`src/rtl/spike_count_decoder.sv`:
```
// spike_count_decoder
//   Output-layer decoder for the spiking network. Counts spikes per output
//   neuron over a programmable window of timesteps. It then scans the counts
//   one neuron per cycle to find the winner, which is the classification
//   result. The result is presented on a valid/ready handshake.
//
// Ports
//   clk           in   clock, rising edge
//   reset_n       in   asynchronous active-low reset
//   start         in   begin a new window (sampled in IDLE only)
//   window_len    in   timesteps to collect, latched on start acceptance
//   spike_valid   in   one network timestep; spike_in sampled when high
//   spike_in      in   spike_out bits of the output neurons, bit i = neuron i
//   busy          out  high in every state except IDLE
//   result_valid  out  result available (DONE only)
//   result_ready  in   consumer accepts the result
//   winner_idx    out  index of the neuron with the maximum count
//   winner_count  out  that neuron's count
//   tie           out  another neuron shares the maximum count
module spike_count_decoder #(
  parameter int NUM_NEURONS = 8,
  parameter int CNT_W       = 8,
  parameter int WIN_W       = 8,
  parameter int IDX_W       = $clog2(NUM_NEURONS)
) (
  input  logic                   clk,
  input  logic                   reset_n,
  input  logic                   start,
  input  logic [WIN_W-1:0]       window_len,
  input  logic                   spike_valid,
  input  logic [NUM_NEURONS-1:0] spike_in,
  output logic                   busy,
  output logic                   result_valid,
  input  logic                   result_ready,
  output logic [IDX_W-1:0]       winner_idx,
  output logic [CNT_W-1:0]       winner_count,
  output logic                   tie
);

  localparam logic [1:0] ST_IDLE    = 2'd0;
  localparam logic [1:0] ST_COLLECT = 2'd1;
  localparam logic [1:0] ST_SCAN    = 2'd2;
  localparam logic [1:0] ST_DONE    = 2'd3;

  localparam logic [IDX_W-1:0] LAST_IDX = IDX_W'(NUM_NEURONS - 1);
  localparam logic [IDX_W-1:0] IDX_ONE  = IDX_W'(1);
  localparam logic [WIN_W-1:0] WIN_ONE  = WIN_W'(1);
  localparam logic [CNT_W-1:0] CNT_ONE  = CNT_W'(1);

  logic [1:0]       r_state;
  logic [WIN_W-1:0] r_len;
  logic [WIN_W-1:0] r_step_cnt;
  logic [CNT_W-1:0] r_count [NUM_NEURONS];

  // Running scan state; copied to the outputs only when the scan ends so the
  // visible result never changes while a new window is in progress.
  logic [IDX_W-1:0] r_scan_idx;
  logic [IDX_W-1:0] r_scan_best;
  logic [CNT_W-1:0] r_scan_max;
  logic             r_scan_tie;

  logic [IDX_W-1:0] r_winner_idx;
  logic [CNT_W-1:0] r_winner_count;
  logic             r_tie;

  logic             w_start_acc;
  logic             w_step;
  logic             w_last_step;
  logic [CNT_W-1:0] w_scan_cur;
  logic [IDX_W-1:0] w_best_nxt;
  logic [CNT_W-1:0] w_max_nxt;
  logic             w_tie_nxt;

  assign w_start_acc = (r_state == ST_IDLE) && start;
  assign w_step      = (r_state == ST_COLLECT) && spike_valid;
  assign w_last_step = w_step && (r_step_cnt == r_len - WIN_ONE);
  assign w_scan_cur  = r_count[r_scan_idx];

  // One compare step of the scan. A strictly greater count is needed to
  // displace the current best, so the lowest index wins ties.
  always_comb begin
    // NOTE: every variable gets a default first so no path leaves it unassigned and infers a latch.
    w_best_nxt = r_scan_best;
    w_max_nxt  = r_scan_max;
    w_tie_nxt  = r_scan_tie;
    if (r_scan_idx == '0) begin
      w_best_nxt = '0;
      w_max_nxt  = w_scan_cur;
      w_tie_nxt  = 1'b0;
    end else if (w_scan_cur > r_scan_max) begin
      w_best_nxt = r_scan_idx;
      w_max_nxt  = w_scan_cur;
      w_tie_nxt  = 1'b0;
    end else if (w_scan_cur == r_scan_max) begin
      w_tie_nxt  = 1'b1;
    end
  end

  // Per-neuron saturating spike counters.
  always_ff @(posedge clk or negedge reset_n) begin
    // NOTE: the counter array is reset because a reset must discard a partial window entirely.
    if (!reset_n) begin
      for (int i = 0; i < NUM_NEURONS; i++) r_count[i] <= '0;
    end else begin
      for (int i = 0; i < NUM_NEURONS; i++) begin
        if (w_start_acc) begin
          r_count[i] <= '0;
        end else if (w_step && spike_in[i] && (r_count[i] != '1)) begin
          r_count[i] <= r_count[i] + CNT_ONE;
        end
      end
    end
  end

  // Control FSM, step counter, scan registers and held result.
  always_ff @(posedge clk or negedge reset_n) begin
    // NOTE: sequential state uses non-blocking assignments so every register samples pre-edge values.
    if (!reset_n) begin
      r_state        <= ST_IDLE;
      r_len          <= '0;
      r_step_cnt     <= '0;
      r_scan_idx     <= '0;
      r_scan_best    <= '0;
      r_scan_max     <= '0;
      r_scan_tie     <= 1'b0;
      r_winner_idx   <= '0;
      r_winner_count <= '0;
      r_tie          <= 1'b0;
    end else begin
      case (r_state)
        ST_IDLE: begin
          if (start) begin
            r_len       <= window_len;
            r_step_cnt  <= '0;
            r_scan_idx  <= '0;
            r_scan_best <= '0;
            r_scan_max  <= '0;
            r_scan_tie  <= 1'b0;
            // A zero-length window has nothing to collect.
            r_state     <= (window_len != '0) ? ST_COLLECT : ST_SCAN;
          end
        end
        ST_COLLECT: begin
          if (w_step) begin
            r_step_cnt <= r_step_cnt + WIN_ONE;
            if (w_last_step) r_state <= ST_SCAN;
          end
        end
        ST_SCAN: begin
          r_scan_best <= w_best_nxt;
          r_scan_max  <= w_max_nxt;
          r_scan_tie  <= w_tie_nxt;
          if (r_scan_idx == LAST_IDX) begin
            r_scan_idx     <= '0;
            r_winner_idx   <= w_best_nxt;
            r_winner_count <= w_max_nxt;
            r_tie          <= w_tie_nxt;
            r_state        <= ST_DONE;
          end else begin
            r_scan_idx <= r_scan_idx + IDX_ONE;
          end
        end
        ST_DONE: begin
          if (result_ready) r_state <= ST_IDLE;
        end
        default: r_state <= ST_IDLE;
      endcase
    end
  end

  assign busy         = (r_state != ST_IDLE);
  assign result_valid = (r_state == ST_DONE);
  assign winner_idx   = r_winner_idx;
  assign winner_count = r_winner_count;
  assign tie          = r_tie;

endmodule

```
`config.mk`:
```
export PLATFORM = sky130hd
export DESIGN_NAME = spike_count_decoder
export DESIGN_NICKNAME = d
export VERILOG_FILES = /design/src/rtl/spike_count_decoder.sv
export SDC_FILE = /design/constraint.sdc
export NUM_CORES = 1
export LEC_CHECK = 0
export CORE_MARGIN = 8
export CORE_UTILIZATION = 65
export CTS_CLUSTER_DIAMETER = 60
export CTS_CLUSTER_SIZE = 24
export DETAILED_ROUTE_END_ITERATION = 16
export PLACE_DENSITY = 0.86
export RECOVER_POWER = 25
export SETUP_SLACK_MARGIN = 0.2
export SLEW_MARGIN = 20
export SYNTH_ARGS = -nofsm -noshare
export SYNTH_HDL_FRONTEND = slang
export SYNTH_SLANG_ARGS = --single-unit
```
`constraint.sdc`:
```
create_clock -name clk -period 6.46 [get_ports clk]
set_input_delay 1.615 -clock clk [delete_from_list [all_inputs] [get_ports clk]]
set_output_delay 1.615 -clock clk [all_outputs]
set_load 0.05 [all_outputs]
```
After elaboration in Yosys (flattened, before gate mapping):

Cells that the tools add are included.

* $add $sub $neg: 11
* order comparisons: 2
* equal/unequal tests: 19
* mux-type cells: 43
* bitwise gates (word level): 1
* reductions and logical operators: 38

Operators with widths (number)
* two-way mux 8 bit: 22
* adder 8 x 1 -> 8 bit, second input constant: 9
* != test 8 bit, second input constant: 8
* one-hot mux 8 bit (2 select lines): 2
* binary-select mux 8 bit (select 3 bit): 1
* nonzero test 2 bit: 11
* logical AND 1 bit: 19
* == test 8 bit: 2
* two-way mux 2 bit: 6
* two-way mux 3 bit: 4
* one-hot mux 3 bit (2 select lines): 2
* > comparator 8 bit: 1
* != test 2 bit, second input constant: 4
* one-hot mux 2 bit (4 select lines): 1
* nonzero test 8 bit: 1
* subtractor 8 x 1 -> 8 bit, second input constant: 1
* AND reduction 2 bit: 3
* AND reduction 5 bit: 1
* == test 2 bit, second input constant: 2
* >= comparator 4 bit, second input constant: 1
* two-way mux 1 bit: 4
* inverter 3 -> 4 bit: 1
* adder 3 x 1 -> 3 bit, second input constant: 1
* == test 3 bit, second input constant: 1
* 6 further kinds: 6

* flip-flop bits (word level): 109
* bits of input ports: 21
* output and inout port bits: 14
* logic and storage cells: 132

Longest topological paths before layout:

* depth in word-level cells: 9
* gate-level depth with buffers: 11
* gate-level depth less buffers: 9

Worst setup path before layout:

No wires, ideal clock.

* kind: register to register
* start: reg r_scan_idx[0]
* end: reg r_winner_count[0] (netlist: winner_count[0])
* library setup time: 0.095 ns
* arrival: 2.939 ns
* data required time: 6.365 ns
* path slack: 3.425 ns
* cell stages (with the launch flop): 12
* buffers on the path: 2
* period minus slack after synthesis: 3.035 ns
* path through: dfrtp_1 buf_2 mux4_2 mux2_2 ha_1 nor2b_1 o211ai_1 a21o_1 a21oi_1 clkbuf_1 nor3_1 o31ai_1

* cells in the longest elaborated chain, start to end: 7
* elaborated cells between the ends (all ways): 10
* classes of those cells: order compare (1); eq/ne (1); mux (5); bitwise (1); reduce/logical (2)

RTL lines
* start: declaration: line 57 `logic [IDX_W-1:0] r_scan_idx;`
* start signal: assignment: line 160 `r_scan_idx <= r_scan_idx + IDX_ONE;`
* inverter 3 -> 4 bit (implied by the code): line 77 `assign w_scan_cur = r_count[r_scan_idx];`
* binary-select mux 8 bit (select 3 bit): line 77
* two-way mux 8 bit (implied by the code) (2 in a row): line 77
* > comparator 8 bit: line 90 `end else if (w_scan_cur > r_scan_max) begin`
* two-way mux 8 bit: line 90
* two-way mux 8 bit: line 86 `if (r_scan_idx == '0) begin`
* end signal: assignment: line 156 `r_winner_count <= w_max_nxt;`
* end: declaration: line 63 `logic [CNT_W-1:0] r_winner_count;`

Several ways; a longest one is shown, not always the timed one. The select of a mux whose other input is x is not followed.
A chain may end at the register's enable or synchronous reset.

Worst setup path in the final report:

* start: reg r_scan_idx[0]
* end: reg r_scan_best[2]

* cells in the longest elaborated chain, start to end: 8
* elaborated cells between the ends (all ways): 9
* classes of those cells: order compare (1); mux (6); bitwise (1); reduce/logical (1)

RTL lines
* inverter 3 -> 4 bit (implied by the code): line 77
* binary-select mux 8 bit (select 3 bit): line 77
* two-way mux 8 bit (implied by the code) (2 in a row): line 77
* > comparator 8 bit: line 90
* two-way mux 3 bit: line 90
* two-way mux 3 bit *: line 86
* one-hot mux 3 bit (2 select lines) *: line 130 `case (r_state)`
* end signal: assignment: line 150 `r_scan_best <= w_best_nxt;`
* end: declaration: line 58 `logic [IDX_W-1:0] r_scan_best;`

Every way passes the cells marked *; elsewhere a longest branch is shown, timed or not. The select of a mux whose other input is x is not followed.

==> impl_metrics.toml <==
[outcome]
outcome = "completed"

[sta]
slew_headroom_pct = 33.2
finalMaxSlewViolations = 0
finalSetupViolCount = 0
hold_violations = 0
rsz0062_at_grt = "false"
period_share_pct = 59.3
setup_slack_ns = 2.63
fin_skew_ns = 0.0136
fmax_ghz = 0.261
hold_ws_ns = 0.482
worst_pin_slew_ns = 1.00
fin_tns_setup_ns = 0
post-route-min-period_ns = 3.83

[synthesis]
syn_inst = 619
yosys_register_bits = 109
synthFlopType = "dfrtp_1"
avgSynthCellArea_sq_um = 9.90
yosysWarnings = 0
synth_area_sq_um = 6130
ys_types = 47
synthTopCellsByArea = "dfrtp_1, mux4_2, xor2_1, ha_1, nor2_1"
synth_common_cells = "dfrtp_1, nor2_1, nand2_1, xor2_1"
yosysMostFrequentCell = "dfrtp_1"
yosysSeqAreaShare_pct = 44.5
synth_top_area_share_pct = 44.5
async_reset_ff_share_pct = 100
synth_nets = 666
synth.largest_area_cell = "dfrtp_1"
synth-edff-count = 0

[global_route]
grt_pass1_wl_um = 23500
grt_max_degree = 76
grt_use_total_pct = 22.7
grt_overflow = 0
grt_pass1_vias = 4796
antenna_found_initial = 0

[clock_tree]
hold_buffers = 0
htree_levels = 3
cts-root-buf = "clkbuf_8"
clk_pin_slew_ns = 0.10
clock_sinks = 109
cts_buffers = 9
cts_setup_buffers = 0
cts_resized = 0
clk_latency_ns = 0.38
cts_tree = "done"
clock_path_buffers = 2

[floorplanning]
core_area_sq_um = 9200
die_h_um = 113
die_area_sq_um = 12800
start_util_pct = 66.7
die_w_um = 113
ios = 35
rows = 35

[power_and_ir_drop]
power_density_nw_per_um2 = 359
p_total_mw = 2.42
ir_worst_vdd_uv = 253
power.leakage_nw = 3.10

[worst_setup_path]
crit_type = "reg2reg"
start_kind = "flop"
r2r_start = "r_scan_idx[0]"
setup.worst_path.start = "r_scan_idx[0]"
worst-r2r-setup-slack_ns = 2.63
critical_path.max_fanout = 22
cp-end-kind = "flop"
arrival_ns = 4.09
crit_required_ns = 6.72

[finish]
post-route-util_pct = 73.2
n_antenna_cell = 0
area_growth_pct = 9.76
final_cells = 757
layout-drive-gt1-share_pct = 7.28
design_area_sq_um = 6730
fin_nets = 689

[detailed_routing]
drtIter0Drc = 357
wirelength_um = 13800
routedWlPerCell_um = 18.3
drt-vias-per-instance = 6.29
dr.pass1.iters = 4
num_vias = 4762
antenna_left = 0
drc = 0

[run]
maxCapViolCount = 0

[placed_design]
portBuffers = 34
dpl_cell_area_sq_um = 6520
placed_cells = 742
post-dp-hpwl_um = 9730
gp_congestion = 0.898
pre_cts_slack_ns = 2.37

[min_path]
holdCritStartpoint = "winner_count[5]"
hold_class = "reg2reg"
## logic make-up after synthesis
family,after synthesis,share of synthesized area (%)
simple gates,255,19.3
buf+inv,45,3.06
mux,35,9.14
flops,109,44.5
fa+ha+maj,26,5.31
compound gates,85,9.51
xor+xnor,64,9.14
## worst max-delay path, stage by stage (launching register included)
cell and delay (ns):
dfrtp_2 0.77, mux4_2 0.61, mux2_2 0.33, ha_1 0.31
nor2b_1 0.13, o211ai_1 0.08, a21o_1 0.19, a21oi_1 0.77
o21bai_1 0.20, a32o_1 0.31
## sequential cells by signal, summed over array words and instances (netlist names), 3 cells and up
register	count
winner_count	8
winner_idx	3
r_step_cnt	8
r_count	64
r_scan_best	3
r_scan_max	8
r_scan_idx	3
r_len	8
## power by group
group          switching (mW)  internal, mW
registers               0.179         0.787
logic                   0.609         0.391
clock network           0.227         0.225
total                    1.01          1.40
## placed cells by master (no fill, tap or decap), types with 4 or more instances in the layout
cell type / synthesis / routed
a22o_1: 11 / 11
inv_1: 21 / 21
or3_1: 5 / 5
clkbuf_8: 0 / 10
clkdlybuf4s50_1: 0 / 33
nor3_1: 16 / 16
ha_1: 26 / 26
o21ai_0: 11 / 11
nor2_1: 83 / 83
nand3_1: 19 / 19
a21oi_1: 26 / 26
nand2b_1: 5 / 5
a31oi_1: 7 / 7
mux2i_1: 11 / 11
xnor2_1: 24 / 24
a21o_1: 4 / 4
dfrtp_1: 109 / 108
nand2_1: 71 / 71
mux4_2: 16 / 16
xor2_1: 40 / 40
mux2_2: 7 / 7
nand4_1: 18 / 18
o31ai_1: 10 / 10
and3_1: 25 / 25
## worst paths after layout
check / end / cells after the start
max: r_scan_best[2] / 9
min: winner_count[5] / 2
max reg2reg: r_scan_best[2] / 9
min reg2reg: winner_count[5] / 2
max in group asynchronous: r_count[7] / 2
min in group asynchronous: r_len[4] / 1
## layout make-up
| cell class | instances | area [sq um] |
|---|---|---|
| Multi-Input combinational cell | 465 | 3220 |
| Sequential cell | 109 | 2730 |
| Fill cell | 664 | 2470 |
| Timing Repair Buffer | 36 | 353 |
| Tap cell | 111 | 139 |
| Clock buffer | 10 | 138 |
| Inverter | 21 | 78.8 |
| Clock inverter | 5 | 75.1 |
## routing by layer
layer,track usage (%),share of wire (%),vias to the layer above,routed length (um)
li1,-,-,2220,-
met1,28.6,42,2334,5830
met2,37.5,49,176,6830
met3,4.63,5.9,32,816
met4,8.61,2.5,0,343
met5,0,0,-,0
(Power assumes the default switching activity.)
